<file path="src/rtl/register_scoreboard.sv">
// Per-register pending-write scoreboard. Issued destinations are claimed here
// and released on writeback; issue stalls while any operand still has a claim.
module reg_pend_cnt #(
  parameter int CNT_W = 2
) (
  input  logic             clk,
  input  logic             rst,
  input  logic             clr_i,
  input  logic             inc_i,
  input  logic             dec_i,
  output logic [CNT_W-1:0] cnt_o
);
  logic [CNT_W-1:0] cnt_q, cnt_d;

  always_comb begin
    cnt_d = cnt_q;
    if (clr_i)      cnt_d = '0;
    else if (inc_i) cnt_d = cnt_q + CNT_W'(1);
    else if (dec_i) cnt_d = cnt_q - CNT_W'(1);
  end

  always_ff @(posedge clk) begin
    if (rst) cnt_q <= '0;
    else     cnt_q <= cnt_d;
  end

  assign cnt_o = cnt_q;
endmodule

module register_scoreboard #(
  parameter int NUM_REGS   = 32,
  parameter int REG_ADDR_W = 5,
  parameter int CNT_W      = 2,
  parameter int TOTAL_W    = 8
) (
  input  logic                  clk,
  input  logic                  rst,
  input  logic                  issue_valid,
  input  logic                  issue_wb_en,
  input  logic [REG_ADDR_W-1:0] issue_dest,
  input  logic                  issue_single_src,
  input  logic [REG_ADDR_W-1:0] issue_src1,
  input  logic [REG_ADDR_W-1:0] issue_src2,
  input  logic                  wb_valid,
  input  logic [REG_ADDR_W-1:0] wb_dest,
  input  logic                  flush,
  output logic                  hazard_detected,
  output logic                  issue_accept,
  output logic [TOTAL_W-1:0]    busy_count,
  output logic                  err_underflow
);
  localparam int               MAX_BUSY = (NUM_REGS - 1) * ((1 << CNT_W) - 1);
  localparam logic [CNT_W-1:0] CNT_MAX  = '1;

  logic [NUM_REGS-1:0][CNT_W-1:0] cnt;
  logic                           src1_busy, src2_busy, dest_sat;
  logic                           inc_req, wb_hit, same_reg;
  logic                           inc_eff, dec_eff, underflow;
  logic [TOTAL_W-1:0]             busy_q, busy_d;
  logic                           err_q;

  // Register 0 has no counter and always reads as idle.
  assign cnt[0] = '0;

  for (genvar r = 1; r < NUM_REGS; r++) begin : g_reg
    reg_pend_cnt #(.CNT_W(CNT_W)) u_cnt (
      .clk   (clk),
      .rst   (rst),
      .clr_i (flush),
      .inc_i (inc_eff && (issue_dest == REG_ADDR_W'(r))),
      .dec_i (dec_eff && (wb_dest == REG_ADDR_W'(r))),
      .cnt_o (cnt[r])
    );
  end

  // Same-cycle writeback is deliberately not forwarded into the hazard check.
  assign src1_busy       = cnt[issue_src1] != '0;
  assign src2_busy       = !issue_single_src && (cnt[issue_src2] != '0);
  assign dest_sat        = issue_wb_en && (issue_dest != '0) && (cnt[issue_dest] == CNT_MAX);
  assign hazard_detected = issue_valid && (src1_busy || src2_busy || dest_sat);
  assign issue_accept    = issue_valid && !hazard_detected && !flush;

  assign inc_req   = issue_accept && issue_wb_en && (issue_dest != '0);
  assign wb_hit    = wb_valid && (wb_dest != '0);
  assign same_reg  = inc_req && wb_hit && (issue_dest == wb_dest);
  assign inc_eff   = inc_req && !same_reg;
  assign dec_eff   = wb_hit && !same_reg && (cnt[wb_dest] != '0);
  assign underflow = wb_hit && !same_reg && (cnt[wb_dest] == '0) && !flush;

  always_comb begin
    busy_d = busy_q;
    if (flush)                   busy_d = '0;
    else if (inc_eff && !dec_eff) busy_d = busy_q + TOTAL_W'(1);
    else if (dec_eff && !inc_eff) busy_d = busy_q - TOTAL_W'(1);
  end

  always_ff @(posedge clk) begin
    if (rst) begin
      busy_q <= '0;
      err_q  <= 1'b0;
    end else begin
      busy_q <= busy_d;
      if (underflow) err_q <= 1'b1;
    end
  end

  // The total counter must hold every counter saturated at once.
  always_ff @(posedge clk) begin
    if (!rst) assert (MAX_BUSY < (1 << TOTAL_W));
  end

  assign busy_count    = busy_q;
  assign err_underflow = err_q;
endmodule

</file>
<file path="config.mk">
export PLATFORM = sky130hd
export DESIGN_NAME = register_scoreboard
export DESIGN_NICKNAME = d
export VERILOG_FILES = /design/src/rtl/register_scoreboard.sv
export SDC_FILE = /design/constraint.sdc
export NUM_CORES = 1
export LEC_CHECK = 0
export BUFFER_PORTS_ARGS = -buffer_cell sky130_fd_sc_hd__buf_2
export CAP_MARGIN = 20
export CORE_ASPECT_RATIO = 1.75
export CORE_MARGIN = 5
export CORE_UTILIZATION = 62
export CTS_CLUSTER_SIZE = 16
export DETAILED_ROUTE_END_ITERATION = 16
export PLACE_DENSITY = 0.82
export SYNTH_ARGS = -nofsm -noshare
export SYNTH_HDL_FRONTEND = slang
export SYNTH_HIERARCHICAL = 1
export SYNTH_SLANG_ARGS = --single-unit
</file>
<file path="constraint.sdc">
create_clock -name clk -period 7.15 [get_ports clk]
set_clock_uncertainty 0.2 [all_clocks]
set_input_delay 1.43 -clock clk [delete_from_list [all_inputs] [get_ports clk]]
set_output_delay 1.43 -clock clk [all_outputs]
set_load 0.03 [all_outputs]
</file>
==> results of run 1 <==
[registers in the layout, summed over array words and instances (netlist names)]
register	count
err_underflow	1
g.u_cnt/cnt_o	62
busy_count	8
[through the flow]
stage | setup slack [ns] | total power, W | instances | area [um^2] | hold slack, ns
after global routing | 0.990 | 0.00109 | 885 | 6690 | 0.339
after global placement | 1.02 | 0.000573 | 869 | 6380 | 0.322
after floorplan | 1.64 | 0.000519 | 739 | 6170 | 0.368
after detailed placement | 1.03 | 0.000577 | 869 | 6380 | 0.306
after CTS | 1.36 | 0.00106 | 885 | 6690 | 0.322
final | 1.18 | 0.00106 | 885 | 6690 | 0.319
[cells by family after synthesis]
kind of cell             share of synthesized area [%]
AND/OR/NAND/NOR                                   47.1
AO/OA/AOI/OAI                                     10.7
multiplexers                                      7.12
buffers and inverters                             4.16
flip-flops                                        23.0
XOR/XNOR                                          6.11
adder cells (fa/ha/maj)                           1.74
[area by class of cell]
cell class,instances,area (um^2),area share (%)
Clock buffer,11,233,3.48
Clock inverter,5,82.6,1.23
Inverter,10,37.5,0.561
Multi-Input combinational cell,616,4500,67.3
Sequential cell,71,1420,21.2
Tap cell,125,156,2.34
Timing Repair Buffer,47,260,3.89
[layer usage]
layer / share of wire (%) / wire length [um] / vias up
li1: - / - / 2805
met1: 35 / 7130 / 2965
met2: 50 / 10200 / 333
met3: 7.1 / 1440 / 99
met4: 7.4 / 1490 / 0
met5: 0 / 0 / -
[worst register-to-register path, stage by stage (launching register included)]
cell and delay [ns]:
dfxtp_1 0.43, nor2_1 0.15, mux4_1 0.50, and2_1 0.16
a2111oi_0 0.66, a311o_1 0.33, or4_4 0.44, nor2_1 0.09
ha_1 0.23, inv_1 0.20, ha_1 0.28, a21o_1 0.19
a211oi_1 0.30, o21ai_0 0.17, and3_1 0.19, o21bai_1 0.16
xor2_1 0.17, nor2_1 0.05
[power groups by stage]
| stage | Combinational [W] | Sequential [W] | Clock (W) |
|---|---|---|---|
| after floorplan | 0.000103 | 0.000417 | 0 |
| after global placement | 0.000161 | 0.000412 | 0 |
| after detailed placement | 0.000164 | 0.000412 | 0 |
| after CTS | 0.000165 | 0.000403 | 0.000489 |
| after global routing | 0.000180 | 0.000404 | 0.000506 |
| final | 0.000170 | 0.000403 | 0.000484 |
[cells in the mapped netlist (6+ instances only)]
master    instances
inv_1             9
mux4_2           17
nor3b_2          31
a21oi_1          17
xor2_1           37
nor2b_1          10
and2_2           31
o21ai_0          16
nand3_1          31
nor3_1          114
o21ai_1          32
dfxtp_1          71
nor2_1           86
buf_1             6
o211ai_1          6
clkbuf_1         21
nand3b_1         19
nor4_1           23
a211oi_1          9
and2_1            6
buf_2             9
ha_1              7
xnor2_1           6
nor4b_2          33
nand2_1          25
[worst min-delay path by stage]
stage                                          from                                    to
3_5_place_dp             busy_count[7]$_SDFFE_PP0P_            busy_count[7]$_SDFFE_PP0P_
2_1_floorplan  g_reg[3].u_cnt/cnt_o[0]$_SDFFE_PP0P_  g_reg[3].u_cnt/cnt_o[0]$_SDFFE_PP0P_
5_1_grt                  busy_count[7]$_SDFFE_PP0P_            busy_count[7]$_SDFFE_PP0P_
6_report                 busy_count[7]$_SDFFE_PP0P_            busy_count[7]$_SDFFE_PP0P_
3_3_place_gp             busy_count[2]$_SDFFE_PP0P_            busy_count[2]$_SDFFE_PP0P_
4_1_cts                  busy_count[7]$_SDFFE_PP0P_            busy_count[7]$_SDFFE_PP0P_
==> out/qor.txt, run 1 <==
status - finished, final reports clean
Yosys top cell by area - dfxtp_1
critical-path cell list - buf_2 -> mux4_1 -> and2_1 -> a2111oi_0 -> a311o_1 -> or4_4 -> nor2_1 -> ha_1 -> inv_1 -> ha_1 -> a21o_1 -> a211oi_1 -> o21ai_0 -> and3_1 -> o21bai_1 -> xor2_1 -> nor2_1
switch share - 28.4%
number of DRC markers in iteration 0 - 582
final hold vios - 0
Ys Warns - 6
vias in the first global route - 6,156
Max-slew headroom - 34.0%
worst path bufs/invs - 2
Worst path max stage delay - 0.66 ns
Final Max Slew Viols - 0
Initial Util - 63.0%
DRT Pass-1 Iters - 5
CTS max path bufs - 2
crit path kind - input pin to flop
RR Startpoint - g_reg[29].u_cnt/cnt_o[0]$_SDFFE_PP0P_
Final GP Congestion - 1.04
Max FO, Critical Path - 33
TritonCTS Sinks - 71
largest net degree at the start of global routing - 38
post-route antenna net violation count - 0
GR Util met1 - 36.7%
CTS Hold Bufs - 0
nets - 790
Residual DRC - 0
clock latency at the later pin of the worst-skew pair - 0.35 ns
Critical Path RT - 7.18 ns
reg-to-reg slack, setup - 2.15 ns
min-delay worst type - flop to flop
RSZ-0062 raised after global routing - false
ys async rst share - 0%
number of synthesized flops with an enable pin - 0
Power Dens Cells - 158 nW/um^2
Port Buffer Count - 37
switching power total - 0.000300 W
r2r endpoint - busy_count[7]$_SDFFE_PP0P_
post-synth net total - 774
Clock power frac - 45.8%
routed len/inst - 22.9 um
#FFs+latches synth - 71
Seq pwr share - 38.1%
share of layout cells above drive strength 1 - 25.1%
Total Wirelength - 20,200 um
CP delay by family, top - compound AO/OA/AOI/OAI gates
Leak - 2.19 nW
Period minus WS final - 5.97 ns
leading post-synthesis cells by cell area - dfxtp_1, nor3_1, nor4b_2
row cnt - 48
CORE AREA - 9790 um^2
fin crit share - 83.6%
CP Data Arrival Time - 6.00 ns
post-CTS sizing - 0
Reg2Reg Depth - 17
Crit-path slowest cell - a2111oi_0
syn avg cell area - 8.35 um^2
crit end category - flop
maximum clock rate - 167 MHz
H-tree depth - 3
Slew @ Worst Pin - 0.981 ns
TritonCTS clock tree - yes
postcts setup bufs - 0
CTS clk-pin slew, worst paths - 0.05 ns
setup TNS - 0 ns
Num CTS Buffers - 9
Crit. path cell count - 17
first-pass GRT wire length - 32,200 um
die area - 12,100 um^2
final core occ - 68.4%
Vias/cell - 7.01
# Max-Cap Violations - 0
global routing usage on met3 - 6.72%
GR Util met2 - 58.6%
sequential fraction of the synthesis area - 23.0%
die extent in x - 85.4 um
GRT overflow - 0
most frequent cells in the layout - nor3_1, nor2_1, dfxtp_1, xor2_1, buf_2
Setup violations, final - 0
Int Pwr - 0.000758 W
prevailing post-synth register cell - dfxtp_1
most used routing layer - met2
Fillers - 835
Worst Setup SP - issue_src1[1]
ANT cells - 0
post-synthesis cell count - 739
total number of vias - 6,202
area growth from synthesis to layout - 8.52%
initial antenna violation count - 0
Ports - 38
Synth top area share - 23.0%
Startpoint Class - input pin
hold path cells - 2
CTS Root Cell - clkbuf_16
Detail Placement HPWL - 15,100 um
peak supply drop - 150 uV
Worst Setup EP - busy_count[7]$_SDFFE_PP0P_
Synth cell types - 59
GRT Resource Usage Total - 33.9%
most common cell after layout, fill and taps aside - nor3_1
die height - 142 um
synthesized area - 6170 um^2
Logic pwr share - 16.1%
Note: power is estimated with default switching activity, not from simulation.
==> run 2, diff against run 1 <==
--- a/config.mk
+++ b/config.mk
@@ -9,10 +9,10 @@
 export CAP_MARGIN = 20
 export CORE_ASPECT_RATIO = 1.75
 export CORE_MARGIN = 5
-export CORE_UTILIZATION = 62
+export CORE_UTILIZATION = 56
 export CTS_CLUSTER_SIZE = 16
 export DETAILED_ROUTE_END_ITERATION = 16
-export PLACE_DENSITY = 0.82
+export PLACE_DENSITY = 0.78
 export SYNTH_ARGS = -nofsm -noshare
 export SYNTH_HDL_FRONTEND = slang
 export SYNTH_HIERARCHICAL = 1
==> constraint.sdc (replaced) <==
create_clock -name clk -period 5.2 [get_ports clk]
set_clock_uncertainty 0.2 [all_clocks]
set_input_delay 1.04 -clock clk [delete_from_list [all_inputs] [get_ports clk]]
set_output_delay 1.04 -clock clk [all_outputs]
set_load 0.03 [all_outputs]
==> run 2 against run 1 <==
  * Worst hold slack lost 0.0043 ns
  * Setup slack lost 0.89 ns
  * Clock-buffer cell count fell by 1
  * Die area up 9.7%
  * Combinational power grew 48%
==> out/qor.txt, run 2 (synthesis results as in run 1) <==
switch share - 28.7% (+0.31 points)
Worst path max stage delay - 0.56 ns (-0.10 ns)
Max FO, Critical Path - 10 (-70%)
post-route antenna net violation count - 0 (unchanged)
H-tree depth - 3 (unchanged)
min-delay worst type - flop to flop
CTS Root Cell - clkbuf_16
TritonCTS clock tree - yes
DRT Pass-1 Iters - 5 (unchanged)
first-pass GRT wire length - 33,100 um (+2.6%)
Clock power frac - 46.2% (+0.4 points)
Final GP Congestion - 1.04 (-0.58%)
area growth from synthesis to layout - 12.3%
die height - 149 um (+4.9%)
switching power total - 0.000429 W (+43%)
Fillers - 944 (+13%)
Residual DRC - 0 (unchanged)
Place WS - -0.147 ns (-1.18 ns)
most frequent CP cell - ha_1
maximum clock rate - 204 MHz
Max-slew headroom - 51.9% (+18 points)
CP delay by family, top - compound AO/OA/AOI/OAI gates
CTS clk-pin slew, worst paths - 0.06 ns (about the same)
Total Wirelength - 21,200 um (+5.0%)
max reg flops - 62 (unchanged)
worst path bufs/invs - 2 (unchanged)
Final Max Slew Viols - 0 (unchanged)
total number of vias - 6,252 (+0.81%)
Placed Cells - 900 (+3.6%)
TritonCTS Sinks - 71 (unchanged)
initial antenna violation count - 1 (+1)
CORE AREA - 10,800 um^2 (+9.9%)
critical-path cell list - buf_2 -> mux4_1 -> and2_1 -> a2111oi_0 -> a311o_1 -> nor4b_2 -> or3_1 -> ha_1 -> inv_1 -> ha_1 -> a21o_1 -> a211oi_2 -> o21ai_0 -> and3_1 -> o21bai_1 -> xor2_1 -> nor2_1
Power Dens Cells - 216 nW/um^2 (+37%)
Layout Cells excl Fill - 916 (+3.5%)
CTS max path bufs - 2 (unchanged)
number of DRC markers in iteration 0 - 528 (-9.3%)
GRT Resource Usage Total - 32.9% (-1.0 points)
Int Pwr - 0.00107 W (+41%)
Seq pwr share - 37.0% (-1.1 points)
ANT cells - 0 (unchanged)
largest net degree at the start of global routing - 47 (+24%)
final hold vios - 0 (unchanged)
Period minus WS final - 4.91 ns
row cnt - 50 (+4.2%)
vias in the first global route - 6,331 (+2.8%)
share of layout cells above drive strength 1 - 28.1% (+3.0 points)
Setup violations, final - 0 (unchanged)
most frequent cells in the layout - nor3_1, nor2_1, dfxtp_1, xor2_1, buf_2
die area - 13,300 um^2 (+9.7%)
setup TNS - 0 ns (unchanged)
Slew @ Worst Pin - 0.718 ns (-0.263 ns)
CTS Hold Bufs - 0 (unchanged)
Ports - 38 (unchanged)
postcts setup bufs - 0 (unchanged)
clock latency at the later pin of the worst-skew pair - 0.35 ns (about the same)
Critical Path RT - 5.23 ns (-1.95 ns)
Startpoint Class - input pin
Port Buffer Count - 37 (unchanged)
Leak - 2.32 nW (+6.0%)
# Max-Cap Violations - 0 (unchanged)
Num CTS Buffers - 9 (unchanged)
crit path kind - input pin to flop
crit end category - flop
post-route cell area - 6920 um^2 (+3.4%)
hold_ws - 0.314 ns (-0.00429 ns)
nets - 816 (+3.3%)
Initial Util - 57.3% (-5.7 points)
peak supply drop - 225 uV (+50%)
routed len/inst - 23.2 um (+1.4%)
Detail Placement HPWL - 16,100 um (+6.7%)
GRT overflow - 0 (unchanged)
Crit-path slowest cell - mux4_1
fin crit share - 94.5%
CP Data Arrival Time - 4.94 ns (-1.06 ns)
status - finished, final reports clean
RSZ-0062 raised after global routing - false
post-CTS sizing - 0 (unchanged)
Logic pwr share - 16.7% (+0.6 points)
most common cell after layout, fill and taps aside - nor3_1
Post-DP Area - 6580 um^2 (+3.2%)
Vias/cell - 6.83 (-2.6%)
post-route setup slack - 0.287 ns (-0.888 ns)
die extent in x - 89.3 um (+4.6%)
run 2: cell types whose count changed in the layout (fill, tap and decap cells not counted), sizes merged:
cell	change
buf	+26
clkbuf	-1
clkinv	-2
clkinvlp	+2
inv	+1
run 2: path summary, 6_finish.rpt:
| check | startpoint | end | slack [ns] | cells after the start |
|---|---|---|---|---|
| setup / recovery | issue_src1[1] | busy_count[7]$_SDFFE_PP0P_ | 0.29 | 17 |
| hold / removal | busy_count[7]$_SDFFE_PP0P_ | busy_count[7]$_SDFFE_PP0P_ | 0.31 | 2 |
| setup reg to reg | g_reg[29].u_cnt/cnt_o[0]$_SDFFE_PP0P_ | busy_count[7]$_SDFFE_PP0P_ | 0.61 | 17 |
| hold reg to reg | busy_count[7]$_SDFFE_PP0P_ | busy_count[7]$_SDFFE_PP0P_ | 0.31 | 2 |
run 2: power groups by stage:
stage	sequential, W	clock [W]	combinational, W
after CTS	0.000554	0.000700	0.000244
final	0.000554	0.000692	0.000251
after detailed placement	0.000566	0	0.000244
after global routing	0.000554	0.000723	0.000266
after global placement	0.000566	0	0.000238
after floorplan	0.000573	0	0.000142
run 2: cell type report:
type	instances	area, um^2	share of cell area, %
well taps	130	163	2.35
clock buffers	10	239	3.45
clock inverters	6	92.6	1.34
flip-flops and latches	71	1420	20.5
repair buffers	73	455	6.58
inverters	10	37.5	0.542
multi-input cells	616	4520	65.2
run 2: per-layer routing:
metal	track usage, %	wire length (um)
met1	34.2	7220
met2	56.2	10700
met3	7.41	1450
met4	23.3	1820
met5	0	20
run 2: worst reg2reg max path, stage by stage, from the launching register on:
cell and delay (ns):
dfxtp_1 0.43, nor2_1 0.18, mux4_1 0.51, and2_1 0.16, a2111oi_0 0.53, a311o_1 0.26
nor4b_2 0.07, or3_1 0.32, ha_1 0.24, inv_1 0.14, ha_1 0.25, a21o_1 0.20
a211oi_2 0.25, o21ai_0 0.15, and3_1 0.19, o21bai_1 0.17, xor2_1 0.18, nor2_1 0.05
run 2: stage by stage:
| stage | util [%] | power [W] |
|---|---|---|
| final | 64.3 | 0.00150 |
| after floorplan | - | 0.000714 |
| after CTS | 64.2 | 0.00150 |
| after global placement | 61.1 | 0.000804 |
| after global routing | 64.3 | 0.00154 |
| after detailed placement | 61.2 | 0.000810 |
